$ cat src/rtl/cle_stat_pkg.sv
// Shared constants, FSM state encoding and label table entry layout for the
// component-label statistics reader.
package cle_stat_pkg;

  localparam int IMG_DIM = 32;
  localparam int ADDR_W  = 10;
  localparam int CNT_W   = 11;
  localparam int POS_W   = 5;

  typedef enum logic [2:0] {
    ST_IDLE  = 3'd0,
    ST_SCAN  = 3'd1,
    ST_DRAIN = 3'd2,
    ST_EMIT  = 3'd3,
    ST_DONE  = 3'd4
  } state_e;

  typedef struct packed {
    logic             valid;
    logic [7:0]       label;
    logic [CNT_W-1:0] count;
    logic [POS_W-1:0] row_min;
    logic [POS_W-1:0] row_max;
    logic [POS_W-1:0] col_min;
    logic [POS_W-1:0] col_max;
  } entry_t;

  function automatic logic [POS_W-1:0] pos_min(input logic [POS_W-1:0] a, input logic [POS_W-1:0] b);
    return (a < b) ? a : b;
  endfunction

  function automatic logic [POS_W-1:0] pos_max(input logic [POS_W-1:0] a, input logic [POS_W-1:0] b);
    return (a > b) ? a : b;
  endfunction

endpackage

$ cat src/rtl/cle_label_table.sv
// Label statistics table: matches each incoming pixel label against the stored
// entries, updates count/bounding box on a hit, allocates entries in order of
// first appearance, and reports pixels dropped because the table is full.
module cle_label_table
  import cle_stat_pkg::*;
#(
  parameter int MAX_LABELS = 8,
  parameter int IDX_W      = 4
) (
  input  logic             clk,
  input  logic             reset,
  input  logic             i_clear,
  input  logic             i_pix_valid,
  input  logic [7:0]       i_label,
  input  logic [POS_W-1:0] i_row,
  input  logic [POS_W-1:0] i_col,
  input  logic [IDX_W-1:0] i_rd_idx,
  output entry_t           o_rd_entry,
  output logic [IDX_W-1:0] o_num,
  output logic             o_drop
);

  localparam int ENT_W = $bits(entry_t);

  entry_t                  r_tab [MAX_LABELS];
  logic [IDX_W-1:0]        r_num;
  logic [MAX_LABELS-1:0]   w_match;
  logic                    w_hit;
  logic [IDX_W-1:0]        w_hit_idx;
  logic                    w_active;
  logic                    w_full;
  logic                    w_alloc;
  logic [ENT_W-1:0]        w_rd_flat;

  assign w_active = i_pix_valid && (i_label != 8'd0);
  assign w_full   = (r_num == IDX_W'(MAX_LABELS));
  assign w_hit    = |w_match;
  assign w_alloc  = w_active && !w_hit && !w_full;
  assign o_drop   = w_active && !w_hit && w_full;
  assign o_num    = r_num;

  // Compare the pixel label against every stored entry; labels are unique so at most one hits.
  always_comb begin
    w_match   = '0;
    w_hit_idx = '0;
    for (int i = 0; i < MAX_LABELS; i++) begin
      w_match[i] = r_tab[i].valid && (r_tab[i].label == i_label);
      w_hit_idx  = w_hit_idx | ({IDX_W{w_match[i]}} & IDX_W'(i));
    end
  end

  // Read port used while emitting records: one-hot select of entry i_rd_idx.
  always_comb begin
    w_rd_flat = '0;
    for (int i = 0; i < MAX_LABELS; i++) begin
      w_rd_flat = w_rd_flat | ({ENT_W{i_rd_idx == IDX_W'(i)}} & ENT_W'(r_tab[i]));
    end
    o_rd_entry = entry_t'(w_rd_flat);
  end

  // Table state: clear on a new scan, update the hit entry or allocate the next free one.
  always_ff @(posedge clk or posedge reset) begin
    if (reset) begin
      r_num <= '0;
      for (int i = 0; i < MAX_LABELS; i++) begin
        r_tab[i] <= '0;
      end
    end else if (i_clear) begin
      r_num <= '0;
      for (int i = 0; i < MAX_LABELS; i++) begin
        r_tab[i] <= '0;
      end
    end else begin
      if (w_alloc) begin
        r_num <= r_num + IDX_W'(1);
      end
      for (int i = 0; i < MAX_LABELS; i++) begin
        if (w_active && w_match[i]) begin
          r_tab[i].count   <= r_tab[i].count + CNT_W'(1);
          r_tab[i].row_min <= pos_min(r_tab[i].row_min, i_row);
          r_tab[i].row_max <= pos_max(r_tab[i].row_max, i_row);
          r_tab[i].col_min <= pos_min(r_tab[i].col_min, i_col);
          r_tab[i].col_max <= pos_max(r_tab[i].col_max, i_col);
        end else if (w_alloc && (r_num == IDX_W'(i))) begin
          r_tab[i].valid   <= 1'b1;
          r_tab[i].label   <= i_label;
          r_tab[i].count   <= CNT_W'(1);
          r_tab[i].row_min <= i_row;
          r_tab[i].row_max <= i_row;
          r_tab[i].col_min <= i_col;
          r_tab[i].col_max <= i_col;
        end
      end
    end
  end

endmodule

$ cat src/rtl/cle_label_stat.sv
// Scans the labeling result SRAM once in raster order after start, builds a
// per-label pixel count and bounding box, then streams one record per label
// over a valid/ready interface.
module cle_label_stat
  import cle_stat_pkg::*;
#(
  parameter int MAX_LABELS = 8
) (
  input  logic              clk,
  input  logic              reset,
  input  logic              start,
  input  logic [7:0]        sram_q,
  output logic [ADDR_W-1:0] sram_a,
  output logic              sram_wen,
  output logic              stat_valid,
  input  logic              stat_ready,
  output logic [7:0]        stat_label,
  output logic [CNT_W-1:0]  stat_count,
  output logic [POS_W-1:0]  stat_row_min,
  output logic [POS_W-1:0]  stat_row_max,
  output logic [POS_W-1:0]  stat_col_min,
  output logic [POS_W-1:0]  stat_col_max,
  output logic              overflow,
  output logic              done
);

  localparam int                IDX_W     = $clog2(MAX_LABELS + 1);
  localparam logic [ADDR_W-1:0] ADDR_LAST = ADDR_W'(IMG_DIM * IMG_DIM - 1);

  state_e            r_state;
  state_e            w_next;
  logic [ADDR_W-1:0] r_addr;
  logic              r_rd_valid;
  logic [ADDR_W-1:0] r_rd_addr;
  logic [IDX_W-1:0]  r_idx;
  logic              r_overflow;
  logic              r_done;
  logic              w_start_ok;
  logic              w_stat_valid;
  logic              w_last;
  logic              w_drop;
  logic [IDX_W-1:0]  w_num;
  entry_t            w_entry;

  assign w_start_ok   = start && ((r_state == ST_IDLE) || (r_state == ST_DONE));
  assign w_stat_valid = (r_state == ST_EMIT) && w_entry.valid;
  assign w_last       = ((r_idx + IDX_W'(1)) == w_num);

  cle_label_table #(
    .MAX_LABELS (MAX_LABELS),
    .IDX_W      (IDX_W)
  ) u_table (
    .clk         (clk),
    .reset       (reset),
    .i_clear     (w_start_ok),
    .i_pix_valid (r_rd_valid),
    .i_label     (sram_q),
    .i_row       (r_rd_addr[ADDR_W-1:POS_W]),
    .i_col       (r_rd_addr[POS_W-1:0]),
    .i_rd_idx    (r_idx),
    .o_rd_entry  (w_entry),
    .o_num       (w_num),
    .o_drop      (w_drop)
  );

  // Next-state decode for the scan / drain / emit sequence.
  always_comb begin
    w_next = r_state;
    case (r_state)
      ST_IDLE:  if (start) w_next = ST_SCAN; else w_next = ST_IDLE;
      ST_SCAN:  if (r_addr == ADDR_LAST) w_next = ST_DRAIN; else w_next = ST_SCAN;
      ST_DRAIN: w_next = ST_EMIT;
      ST_EMIT: begin
        if (!w_stat_valid) begin
          w_next = ST_DONE;
        end else if (stat_ready && w_last) begin
          w_next = ST_DONE;
        end else begin
          w_next = ST_EMIT;
        end
      end
      ST_DONE:  if (start) w_next = ST_SCAN; else w_next = ST_DONE;
      default:  w_next = ST_IDLE;
    endcase
  end

  // State, scan address, read pipeline tag, record index and status flags.
  always_ff @(posedge clk or posedge reset) begin
    if (reset) begin
      r_state    <= ST_IDLE;
      r_addr     <= '0;
      r_rd_valid <= 1'b0;
      r_rd_addr  <= '0;
      r_idx      <= '0;
      r_overflow <= 1'b0;
      r_done     <= 1'b0;
    end else begin
      r_state    <= w_next;
      r_rd_valid <= (r_state == ST_SCAN);
      r_rd_addr  <= r_addr;
      if (w_start_ok) begin
        r_addr     <= '0;
        r_idx      <= '0;
        r_overflow <= 1'b0;
        r_done     <= 1'b0;
      end else begin
        if ((r_state == ST_SCAN) && (r_addr != ADDR_LAST)) begin
          r_addr <= r_addr + ADDR_W'(1);
        end
        if (w_stat_valid && stat_ready) begin
          r_idx <= r_idx + IDX_W'(1);
        end
        if (w_drop) begin
          r_overflow <= 1'b1;
        end
        if ((r_state == ST_EMIT) && (w_next == ST_DONE)) begin
          r_done <= 1'b1;
        end
      end
    end
  end

  assign sram_a       = r_addr;
  assign sram_wen     = 1'b1;
  assign stat_valid   = w_stat_valid;
  assign stat_label   = w_stat_valid ? w_entry.label   : 8'd0;
  assign stat_count   = w_stat_valid ? w_entry.count   : CNT_W'(0);
  assign stat_row_min = w_stat_valid ? w_entry.row_min : POS_W'(0);
  assign stat_row_max = w_stat_valid ? w_entry.row_max : POS_W'(0);
  assign stat_col_min = w_stat_valid ? w_entry.col_min : POS_W'(0);
  assign stat_col_max = w_stat_valid ? w_entry.col_max : POS_W'(0);
  assign overflow     = r_overflow;
  assign done         = r_done;

endmodule

$ cat config.mk
export PLATFORM = sky130hd
export DESIGN_NAME = cle_label_stat
export DESIGN_NICKNAME = d
export VERILOG_FILES = /design/src/rtl/cle_stat_pkg.sv /design/src/rtl/cle_label_table.sv /design/src/rtl/cle_label_stat.sv
export SDC_FILE = /design/constraint.sdc
export NUM_CORES = 1
export LEC_CHECK = 0
export CORE_ASPECT_RATIO = 0.7
export CORE_MARGIN = 4
export CORE_UTILIZATION = 60
export DETAILED_ROUTE_END_ITERATION = 16
export PLACE_DENSITY = 0.85
export REMOVE_ABC_BUFFERS = 1
export SYNTH_ARGS = -nofsm -noshare
export SYNTH_HDL_FRONTEND = slang
export SYNTH_SLANG_ARGS = --single-unit
$ cat constraint.sdc
create_clock -name clk -period 40.9 [get_ports clk]
set_input_delay 12.27 -clock clk [delete_from_list [all_inputs] [get_ports clk]]
set_output_delay 12.27 -clock clk [all_outputs]
set_load 0.05 [all_outputs]
# Word-level counts from Yosys, hierarchy flattened
# Cells that the tools add are included.
# Widths: inputs -> output; s select.
totals:
  reg_bits: 354
  latchBits: 0
  ramBits: 0
  romBits: 0
  input_bits: 12
  out_inout_bits: 53
  word_cells: 375
  memories: 0
classes:
  addsub: 11
  multipliers: 0
  div_mod_pow: 0
  n_lt_le_gt_ge: 32
  eq_ne: 71
  shift: 0
  n_mux: 79
  n_bitwise: 15
  n_reduce_logical: 103
op_table:
  columns: ["operator", "count"]
  rows:
  - ["$and 40x40->40", 8]
  - ["$mux 320", 1]
  - ["$mux 40", 8]
  - ["$or 40x40->40", 7]
  - ["$mux 31", 8]
  - ["$mux 5", 36]
  - ["$ne 3x2->1 const B", 32]
  - ["$add 11x1->11 const B", 8]
  - ["$gt 5x5->1", 16]
  - ["$lt 5x5->1", 16]
  - ["$reduce_and 2->1", 40]
  - ["$mux 9", 8]
  - ["$eq 8x8->1", 8]
  - ["$logic_and 1x1->1", 34]
  - ["$eq 4x3->1 const B", 8]
  - ["$reduce_bool 2->1", 13]
  - ["$reduce_bool 3->1", 8]
  - ["$mux 10", 2]
  - ["$eq 4x2->1 const B", 4]
  - ["$mux 4", 4]
  - ["$ne 2x1->1 const B", 8]
  - ["$pmux 3 s5", 1]
  - ["$mux 11", 1]
  - ["$add 10x1->10 const B", 1]
  - ["19 further kinds", 31]

# Longest topological paths before layout
# Gate-level depths: netlist of the first run.
depth:
  word_depth: 16
  ltp_mapped: 12
  depth_no_buf: 10

# Modules after synthesis
# Synthesis of the first run repeated with hierarchy kept, for this count alone.
hier_totals:
  hier_cells: 2087
  area_unflattened_um2: 21240.4
by_module_without_submodules:
  columns: ["module", "n_inst", "cells_each", "area_each_um2", "seq_area_each_um2"]
  rows:
  - ["cle_label_table", 1, 1928, 19671.4, 8107.8]
  - ["cle_label_stat", 1, 159, 1569.0, 750.7]

# Worst setup path after synthesis of the first run
# No wires, ideal clock.
synth_path:
  path_type: "register to output"
  start: "register r_idx[0]"
  end: "output port stat_count[4]"
  arrival_ns: 2.638
  slack_ns: 25.992
  stages_incl_launch_ff: 7
  n_path_buf: 2
  path_cell_list: "dfrtp_1 ha_1 nor3b_1 clkbuf_1 buf_1 a22oi_1 a31oi_1"
synth_between:
  elab_chain_len: 11
  elab_cells_between_ends: 25
  cone_classes: "eq/ne: 7; mux: 1; bitwise: 15; reduce/logical: 2"
synth_lines:
  columns: ["item", "line", "rtl"]
  rows:
  - ["from (decl)", "cle_label_stat.sv:35", "logic [IDX_W-1:0] r_idx;"]
  - ["from (signal assigned)", "cle_label_stat.sv:111", "r_idx <= r_idx + IDX_W'(1);"]
  - ["$eq 4x1->1 or $logic_not 4->1 (tied branches)", "cle_label_table.sv:56", "w_rd_flat = w_rd_flat | ({ENT_W{i_rd_idx == IDX_W'(i)}} & ENT_W'(r_tab[i]));"]
  - ["$and 40x40->40", "cle_label_table.sv:56", null]
  - ["$or 40x40->40 (6 in a row)", "cle_label_table.sv:56", null]
  - ["$or 40x40->40 (*)", "cle_label_table.sv:56", null]
  - ["$logic_and 1x1->1", "cle_label_stat.sv:46", "assign w_stat_valid = (r_state == ST_EMIT) && w_entry.valid;"]
  - ["$mux 11 (*)", "cle_label_stat.sv:127", "assign stat_count = w_stat_valid ? w_entry.count : CNT_W'(0);"]
  - ["to (decl)", "cle_label_stat.sv:18", "output logic [CNT_W-1:0] stat_count,"]
# Mark *: on every way between the ends. The rest lies on a longest branch, timed or not.

# Worst setup path in the final report of the first run
layout_path:
  start: "register r_idx[2]"
  end: "output port stat_label[5]"
layout_between:
  elab_chain_len: 11
  elab_cells_between_ends: 25
  cone_classes: "eq/ne: 7; mux: 1; bitwise: 15; reduce/logical: 2"
layout_lines:
  columns: ["item", "line", "rtl"]
  rows:
  - ["$eq 4x1->1 or $logic_not 4->1 (tied branches)", "cle_label_table.sv:56", null]
  - ["$and 40x40->40", "cle_label_table.sv:56", null]
  - ["$or 40x40->40 (6 in a row)", "cle_label_table.sv:56", null]
  - ["$or 40x40->40 (*)", "cle_label_table.sv:56", null]
  - ["$logic_and 1x1->1", "cle_label_stat.sv:46", null]
  - ["$mux 8 (*)", "cle_label_stat.sv:126", "assign stat_label = w_stat_valid ? w_entry.label : 8'd0;"]
  - ["to (decl)", "cle_label_stat.sv:17", "output logic [7:0] stat_label,"]
# Marked as above.

==> impl_metrics.json, run 1 <==
{
  "cts.sinks": 354,
  "finalSetupTns_ns": 0,
  "met2_length_um": 29360,
  "cts_tree": "yes",
  "setup_viol": 0,
  "postCtsSetupBuffers": 0,
  "grt_usage": 0.3506,
  "clk_pin_slew_ns": 0.06,
  "max_cap_violations": 0,
  "grt.overflow.total": 0,
  "start_kind": "flip-flop",
  "ios": 65,
  "grt_max_degree": 128,
  "leakage_nw": 10.50,
  "regToRegSetupSlack_ns": 36.81,
  "die_h_um": 165.6,
  "coreArea_um2": 34870,
  "clkPwrFrac": 0.232,
  "ant_nets": 0,
  "grt_antenna_before_repair": 1,
  "synthToLayoutAreaGrowth_pct": 10.60,
  "crit_type": "reg2out",
  "slew_headroom": 0.1291,
  "worst_slew_pin_slew_ns": 1.306,
  "route.detailed.drc": 0,
  "grt_pass1_vias": 18320,
  "cp_max_fo": 40,
  "netlist_area_um2": 21290,
  "finalMaxSlewViolations": 0,
  "arrival_ns": 4.54,
  "critPathCaptureType": "primary output",
  "outcome": "finished, final reports clean",
  "slowest_stage": "and3b_2",
  "die_x_um": 233.1,
  "route.vias.total": 18730,
  "power-per-cell-area_nw_per_um2": 65.66,
  "port_buffers": 63,
  "path_cells": "and3b_2 > a22oi_1 > a31o_2 > a41oi_1 > clkdlybuf4s50_1",
  "numCtsBuffers": 37,
  "post-route-period-util": 0.4110,
  "initial_core_util": 0.6104,
  "fin_crit_ns": 16.81,
  "hold_class": "reg2reg",
  "dr_wl_met3_um": 9383,
  "hold_buffers": 0,
  "fillers": 2585,
  "synthArstFlopShare": 1.000,
  "power.share.sequential": 0.377,
  "critPathMaxStageDelay_ns": 1.05,
  "met1_length_um": 26610,
  "layout.nets": 2312,
  "cts_resized": 0,
  "timing.fmax_mhz": 59.48,
  "avgSynthCellArea_um2": 9.986,
  "combPwrFrac": 0.391,
  "power_switching_uw": 616.6,
  "n_antenna_cell": 0,
  "die-area_um2": 38610,
  "routabilityCongestion": 0.9488,
  "yosysSeqAreaShare": 0.4161,
  "cp.required_ns": 28.63,
  "synth_edf_count": 0,
  "routed_wl_um": 69030,
  "via_per_inst": 7.099,
  "clockBufferDepth": 3,
  "switching_share": 0.3989,
  "hold_ws_ns": 0.4653,
  "layout-drive-gt1-share": 0.1301,
  "power.ir.vdd_worst_mv": 0.05634,
  "hpwl_um": 44620,
  "htreeDepth": 2,
  "wl_per_cell_um": 26.16,
  "dr.max_layer_used": "met4",
  "synth_cell_types": 64,
  "syn_inst": 2132,
  "finClkSkew_ns": 0.01337,
  "hold_viol": 0,
  "yosys_warnings": 0,
  "drt_iter0_drc": 2859,
  "rsz0062_at_grt": "no",
  "ctsRootBufferMaster": "clkbuf_16",
  "first_pass_iters": 6,
  "grt_pass1_wl_um": 106400,
  "ys_seq_elements": 354,
  "intPower_uw": 929.3,
  "synth_ff_type": "dfrtp_1",
  "insertion_delay_ns": 0.55,
  "num_rows": 57
}
-- power by group through the flow --
| stage | logic, mW | clock network, mW | registers [mW] |
|---|---|---|---|
| 3_3_place_gp | 0.545 | 0 | 0.571 |
| 3_5_place_dp | 0.583 | 0 | 0.578 |
| 6_report | 0.605 | 0.359 | 0.582 |
| 5_1_grt | 0.666 | 0.373 | 0.589 |
| 4_1_cts | 0.592 | 0.359 | 0.573 |
| 2_1_floorplan | 0.418 | 0 | 0.544 |
-- placed cells by master (no fill, tap or decap), drive strengths merged, types with 7 or more instances in the layout --
cell type	count
a32o	7
o21ai	109
clkbuf	58
and2	10
xnor2	63
nor2b	17
a21boi	15
dfrtp	354
a41oi	10
buf	35
a211oi	14
clkdlybuf4s50	63
or3	24
a21oi	135
nor3b	14
a31oi	76
nor2	96
and3	64
mux2	160
nand4	23
nand2b	16
nand3	106
a22oi	92
nand2	130
nor4	11
xor2	25
mux2i	31
a22o	40
nor3	23
a221oi	36
inv	74
ha	161
-- per-stage QoR --
step	std cells	worst slack (ns)	util	cell area, um2	total power [mW]
floorplan	2002	18.81	-	20720	0.9623
global placement	2572	24.45	0.6388	22280	1.116
detailed placement	2572	24.23	0.6388	22280	1.161
CTS	2639	24.24	0.6752	23550	1.524
global route	2639	24.06	0.6752	23550	1.628
finish	2639	24.09	0.6752	23550	1.546
-- worst max-delay path, delay by kind of cell, from the launching register on --
| family | cells | cell delay [ns] |
|---|---|---|
| AO/OA/AOI/OAI | 3 | 1.38 |
| buffers and inverters | 1 | 0.88 |
| flip-flops | 1 | 0.66 |
| AND/OR/NAND/NOR | 1 | 1.05 |
-- cells in the mapped netlist (36+ instances only) --
cell        n  area share
xnor2_1    63       0.026
mux2_2    145       0.077
a31oi_1    76       0.022
nand2_1   130       0.023
nor2_1     96       0.017
and3_1     63       0.019
clkbuf_1   83       0.015
nand3_1   106       0.025
ha_1      161       0.095
inv_1      72       0.013
dfrtp_1   354        0.42
a21oi_1   135       0.032
o21ai_0   109       0.026
a22o_1     40       0.016
a221oi_1   36       0.015
a22oi_1    92       0.032
-- final timing paths --
| kind | from | end | cells after the start |
|---|---|---|---|
| max | r_idx[2]$_DFFE_PP0P_ | stat_label[5] | 5 |
| max in group asynchronous | reset | u_table.r_tab[27]$_DFFE_PP0P_ | 5 |
| max reg2reg | r_idx[0]$_DFFE_PP0P_ | r_state[2]$_DFF_PP0_ | 9 |
| min | sram_a[3]$_DFFE_PP0P_ | r_rd_addr[3]$_DFF_PP0_ | 0 |
| min reg2reg | sram_a[3]$_DFFE_PP0P_ | r_rd_addr[3]$_DFF_PP0_ | 0 |
| min in group asynchronous | reset | u_table.r_tab[87]$_DFFE_PP0P_ | 2 |
-- registers in the layout, summed over array words and instances, names as in the netlist --
signal / count
u_table.r_tab: 320
r_rd_addr: 10
sram_a: 10
r_idx: 4
u_table.o_num: 4
r_state: 3
done: 1
overflow: 1
r_rd_valid: 1
-- cell type report --
class	count	area (um2)	area share
Clock buffer	58	1137	0.04830
Clock inverter	9	130.1	0.005526
Inverter	72	277.8	0.01180
Multi-Input combinational cell	1576	11660	0.4951
Sequential cell	354	8859	0.3762
Tap cell	472	590.6	0.02508
Timing Repair Buffer	98	893.4	0.03794
-- routing by layer --
layer,global-route usage,up-vias
met5,0,-
met2,0.5048,1351
li1,-,7963
met3,0.1023,312
met4,0.1568,0
met1,0.4921,9108
-- logic make-up after synthesis --
group | count (synthesis) | synth area share
DFF | 354 | 0.4161
AOI/OAI and AO/OA | 577 | 0.1778
buffers and inverters | 202 | 0.03938
and+or+nand+nor | 558 | 0.1339
muxes | 191 | 0.1019
xor gates and xnor gates | 88 | 0.03620
other | 1 | 0.0001761
adders and majority gates | 161 | 0.09462
Note: power is estimated with default switching activity, not from simulation.
==> run 2, diff against run 1 <==
Settings changed: CORE_UTILIZATION 60 to 57.
Clock period 40.9 ns to 14.7 ns, I/O delays scaled along.
==> run 2 against run 1 <==
  * Worst hold slack gained 0.0026 ns
  * Largest cell class unchanged
  * Sequential cell count stayed put
  * First-iteration DRC count is 1.9% lower
  * Global-route usage decreased by 2.0 points
  * Setup slack worse by 19 ns
  * Combinational power rose to 2.8 times the previous value
  * Core utilization is 2.9 points lower
  * Critical path depth grew 2
==> impl_metrics.json, run 2 (synthesized netlist as in run 1, its figures left out) <==
{
  "outcome": "finished, final reports clean",
  "clk_pin_slew_ns": 0.06,
  "switching_share": 0.4015,
  "synthToLayoutAreaGrowth_pct": 10.28,
  "die-area_um2": 40550,
  "hold_path_depth": 0,
  "hold_class": "reg2reg",
  "power_mw": 4.235,
  "initial_core_util": 0.5856,
  "power_switching_mw": 1.700,
  "reg2reg_depth": 9,
  "mostFrequentLayoutCell": "dfrtp_1",
  "grt_antenna_before_repair": 0,
  "wl_per_cell_um": 25.75,
  "slowest_stage": "and3b_2",
  "numCtsBuffers": 37,
  "routed_wl_um": 68030,
  "layout.nets": 2313,
  "die_x_um": 239.0,
  "ant_nets": 0,
  "multi_input_area_um2": 11660,
  "hpwl_um": 45130,
  "insertion_delay_ns": 0.54,
  "slew_headroom": 0.1198,
  "final_util": 0.6457,
  "grt.overflow.total": 0,
  "hold_buffers": 0,
  "intPower_mw": 2.535,
  "cts.sinks": 354,
  "ios": 65,
  "port_buffers": 63,
  "leakage_nw": 10.47,
  "route.detailed.drc": 0,
  "finClkSkew_ns": 0.01702,
  "clkPwrFrac": 0.220,
  "critPathCaptureType": "primary output",
  "layout_common_cells": "354 x dfrtp_1, 161 x ha_1, 145 x mux2_2",
  "grt_max_degree": 147,
  "cts_resized": 0,
  "grt_pass1_vias": 18560,
  "regToRegSetupSlack_ns": 10.34,
  "route.vias.total": 18550,
  "max_cap_violations": 0,
  "finalSetupTns_ns": 0,
  "grt_pass1_wl_um": 105100,
  "power.ir.vdd_worst_mv": 0.1550,
  "reg2reg_from": "r_idx[0]$_DFFE_PP0P_",
  "clockBufferDepth": 3,
  "ctsRootBufferMaster": "clkbuf_16",
  "timing.fmax_mhz": 107.3,
  "n_antenna_cell": 0,
  "layout-drive-gt1-share": 0.1309,
  "htreeDepth": 2,
  "die_h_um": 169.7,
  "finalMaxSlewViolations": 0,
  "top_register": "u_table.r_tab",
  "num_rows": 58,
  "post-route-period-util": 0.6338,
  "routabilityCongestion": 0.9974,
  "fillers": 2726,
  "dpl_cell_area_um2": 22310,
  "first_pass_iters": 8,
  "crit_type": "reg2out",
  "cp_max_fo": 40,
  "postCtsSetupBuffers": 0,
  "worst_slew_pin_slew_ns": 1.315,
  "cts_tree": "yes",
  "largest_reg_flops": 320,
  "combPwrFrac": 0.398,
  "hold_path_end": "r_rd_addr[3]$_DFF_PP0_",
  "drt_iter0_drc": 2805,
  "grt_usage": 0.3302,
  "fin_crit_ns": 9.318,
  "rr_endpoint": "done$_DFFE_PP0P_",
  "coreArea_um2": 36360,
  "critPathMaxStageDelay_ns": 1.05,
  "min_from": "sram_a[3]$_DFFE_PP0P_",
  "arrival_ns": 4.91,
  "power.share.sequential": 0.382,
  "regArea_um2": 8859,
  "start_kind": "flip-flop",
  "hold_viol": 0,
  "via_per_inst": 7.020,
  "power-per-cell-area_nw_per_um2": 180.4,
  "path_cells": "ha_1 > and3b_2 > a2111oi_0 > buf_4 > a31o_2 > a31oi_1 > clkdlybuf4s50_1",
  "final_cell_area_um2": 23480,
  "setup_viol": 0,
  "cp.required_ns": 10.29,
  "rsz0062_at_grt": "no"
}
-- run 2: changes by cell type in the layout (fill, tap and decap cells not counted) --
cell        delta
buf_12         +1
bufinv_16      -2
clkbuf_1       -5
clkbuf_16      -2
clkbuf_8       +1
clkinv_2       +3
clkinv_4       +1
clkinvlp_4     -1
inv_6          -2
inv_8          +1
nor4_1         -1
nor4_2         +1
-- run 2: how the worst max path moves through the flow --
stage / end / slack, ns / start / depth (start not counted)
3_3_place_gp: u_table.r_tab[12]$_DFFE_PP0P_ / 5.85 / sram_q[4] / 9
3_5_place_dp: u_table.r_tab[12]$_DFFE_PP0P_ / 5.70 / sram_q[4] / 9
5_1_grt: stat_label[4] / 5.28 / r_idx[0]$_DFFE_PP0P_ / 7
6_report: stat_count[2] / 5.38 / r_idx[0]$_DFFE_PP0P_ / 7
4_1_cts: stat_label[4] / 5.52 / r_idx[0]$_DFFE_PP0P_ / 7
2_1_floorplan: done$_DFFE_PP0P_ / 0.47 / reset / 1
-- run 2: stage by stage --
stage,hold slack [ns],worst slack [ns],instances
floorplan,0.4524,0.4698,2002
global placement,0.4362,5.855,2581
detailed placement,0.4535,5.699,2581
CTS,0.4721,5.515,2642
global route,0.4832,5.283,2642
finish,0.4679,5.382,2642
-- run 2: metal layers --
| layer | GRT usage | vias up | wire length [um] |
|---|---|---|---|
| met4 | 0.1362 | 0 | 3371 |
| met1 | 0.4493 | 9012 | 26410 |
| met5 | 0 | - | 0 |
| met2 | 0.4901 | 1272 | 28710 |
| met3 | 0.1093 | 295 | 9545 |
| li1 | - | 7967 | - |
-- run 2: final cells by class --
type / instances / area share
Tap cell: 480 / 0.02558
Multi-Input combinational cell: 1576 / 0.4969
Inverter: 72 / 0.01183
Clock buffer: 52 / 0.04610
Timing Repair Buffer: 99 / 0.03890
Sequential cell: 354 / 0.3773
Clock inverter: 9 / 0.003411
-- run 2: critical path: cells and delay by family, from the launching register on --
family / cells / cell delay (ns)
fa+ha+maj: 1 / 0.28
compound gates: 3 / 1.46
buf+inv: 2 / 1.10
flops: 1 / 0.46
simple gates: 1 / 1.05
-- run 2: power by group through the flow --
stage          registers (mW)  clock network (mW)  logic [mW]
6_report                 1.62               0.931        1.68
5_1_grt                  1.64               0.972        1.87
4_1_cts                  1.59               0.935        1.65
3_5_place_dp             1.61                   0        1.63
3_3_place_gp             1.59                   0        1.52
2_1_floorplan            1.51                   0        1.16
==> run 3, diff against run 2 <==
Settings changed: CORE_UTILIZATION 57 to 60.
Clock period 14.7 ns to 9.2 ns, I/O delays scaled along.
==> run 3 against run 2 <==
  * Clock power rose by 80%
  * Wire length increased by 1.8%
  * Combinational power grew 61%
  * Non-clock buffer count increased by 3
  * Count of clock-buffer cells in the layout shrank 3
  * Die area fell by 4.8%
==> impl_metrics.json, run 3 (synthesized netlist as in run 1, its figures left out) <==
{
  "arrival_ns": 4.67,
  "max_cap_violations": 0,
  "grt_pass1_vias": 18500,
  "power.share.sequential": 0.371,
  "cp_top_family": "buffers and inverters",
  "grt_max_degree": 177,
  "cts_resized": 0,
  "layout-drive-gt1-share": 0.1344,
  "num_rows": 57,
  "worst_slack_ns": 1.771,
  "numCtsBuffers": 37,
  "stdcell_count": 2648,
  "power.ir.vdd_worst_mv": 0.3205,
  "largest_reg_flops": 320,
  "dpl_cell_area_um2": 22320,
  "post-route-period-util": 0.8075,
  "dr_wl_met3_um": 9640,
  "crit_start": "r_idx[0]$_DFFE_PP0P_",
  "cp.required_ns": 6.44,
  "timing.fmax_mhz": 134.6,
  "combPwrFrac": 0.388,
  "cts.sinks": 354,
  "insertion_delay_ns": 0.56,
  "port_buffers": 63,
  "crit_type": "reg2out",
  "met1_length_um": 26540,
  "rsz0062_at_grt": "no",
  "cts_tree": "yes",
  "grt_antenna_before_repair": 1,
  "power-per-cell-area_nw_per_um2": 294.3,
  "path_cells": "ha_1 > and3b_2 > a2111oi_0 > a31o_2 > buf_4 > a31oi_1 > clkdlybuf4s50_1",
  "mostFrequentLayoutCell": "dfrtp_1",
  "layout.nets": 2316,
  "path_buf_inv": 2,
  "grt_pass1_wl_um": 106900,
  "routed_wl_um": 69250,
  "leakage_nw": 10.57,
  "drt_iter0_drc": 2919,
  "htreeDepth": 2,
  "power_switching_mw": 2.755,
  "grt_usage": 0.3514,
  "hold_class": "reg2reg",
  "met2_length_um": 29740,
  "dp.cells": 2576,
  "crit_cells": 7,
  "power_mw": 6.968,
  "clk_pin_slew_ns": 0.06,
  "setup_viol": 0,
  "slowest_stage": "and3b_2",
  "slew_headroom": 0.06581,
  "die_h_um": 165.6,
  "intPower_mw": 4.213,
  "start_kind": "flip-flop",
  "finalMaxSlewViolations": 0,
  "regToRegSetupSlack_ns": 5.32,
  "switching_share": 0.3953,
  "final_cell_area_um2": 23670,
  "hold_ws_ns": 0.4817,
  "reg2reg_from": "u_table.r_tab[76]$_DFFE_PP0P_",
  "die-area_um2": 38610,
  "outcome": "finished, final reports clean",
  "routabilityCongestion": 0.9753,
  "hold_viol": 0,
  "synthToLayoutAreaGrowth_pct": 11.20,
  "rr_endpoint": "u_table.r_tab[44]$_DFFE_PP0P_",
  "finClkSkew_ns": 0.03043,
  "first_pass_iters": 6,
  "fillers": 2578,
  "clockBufferDepth": 3,
  "critPathCaptureType": "primary output",
  "crit_end": "stat_label[1]",
  "ctsRootBufferMaster": "clkbuf_16",
  "place_worst_setup_slack_ns": 2.186,
  "dr.max_layer_used": "met4",
  "route.detailed.drc": 0,
  "layout_common_cells": "354 x dfrtp_1, 161 x ha_1, 145 x mux2_2",
  "route.vias.total": 18690,
  "wl_per_cell_um": 26.15,
  "via_per_inst": 7.057,
  "fin_crit_ns": 7.429,
  "finalSetupTns_ns": 0,
  "postCtsSetupBuffers": 0,
  "top_register": "u_table.r_tab",
  "reg2reg_depth": 7,
  "hpwl_um": 44840,
  "grt.overflow.total": 0,
  "final_util": 0.6788,
  "die_x_um": 233.1,
  "ios": 65,
  "ant_nets": 0,
  "clkPwrFrac": 0.241,
  "cp_max_fo": 40,
  "initial_core_util": 0.6104,
  "critPathMaxStageDelay_ns": 1.04,
  "coreArea_um2": 34870,
  "hold_buffers": 0,
  "worst_slew_pin_slew_ns": 1.396
}
-- run 3: final cells by class --
cell class	instances	area, um2	share of cell area
clock buffer	49	1064	0.04493
multi-input combinational	1576	11660	0.4925
clock inverter	19	277.8	0.01173
sequential	354	8859	0.3742
inverter	72	277.8	0.01173
tap	472	590.6	0.02495
antenna	4	10.01	0.0004228
timing repair buffer	102	935.9	0.03953
-- run 3: power groups by stage --
stage / sequential [mW] / clock (mW) / combinational, mW
finish: 2.58 / 1.68 / 2.70
global route: 2.61 / 1.76 / 2.96
CTS: 2.54 / 1.69 / 2.64
detailed placement: 2.57 / 0 / 2.61
global placement: 2.54 / 0 / 2.44
floorplan: 2.42 / 0 / 1.86
-- run 3: routing by layer --
metal	vias to the layer above	global-route usage
met1	9104	0.4855
li1	7964	-
met4	0	0.1431
met2	1333	0.5127
met3	285	0.1149
met5	-	0
-- run 3: worst min path at each step --
stage | depth (start not counted) | startpoint | endpoint
detailed placement | 0 | sram_a[3]$_DFFE_PP0P_ | r_rd_addr[3]$_DFF_PP0_
global route | 0 | sram_a[3]$_DFFE_PP0P_ | r_rd_addr[3]$_DFF_PP0_
floorplan | 1 | u_table.r_tab[310]$_DFFE_PP0P_ | u_table.r_tab[310]$_DFFE_PP0P_
global placement | 0 | sram_a[3]$_DFFE_PP0P_ | r_rd_addr[3]$_DFF_PP0_
CTS | 0 | sram_a[3]$_DFFE_PP0P_ | r_rd_addr[3]$_DFF_PP0_
finish | 0 | sram_a[3]$_DFFE_PP0P_ | r_rd_addr[3]$_DFF_PP0_
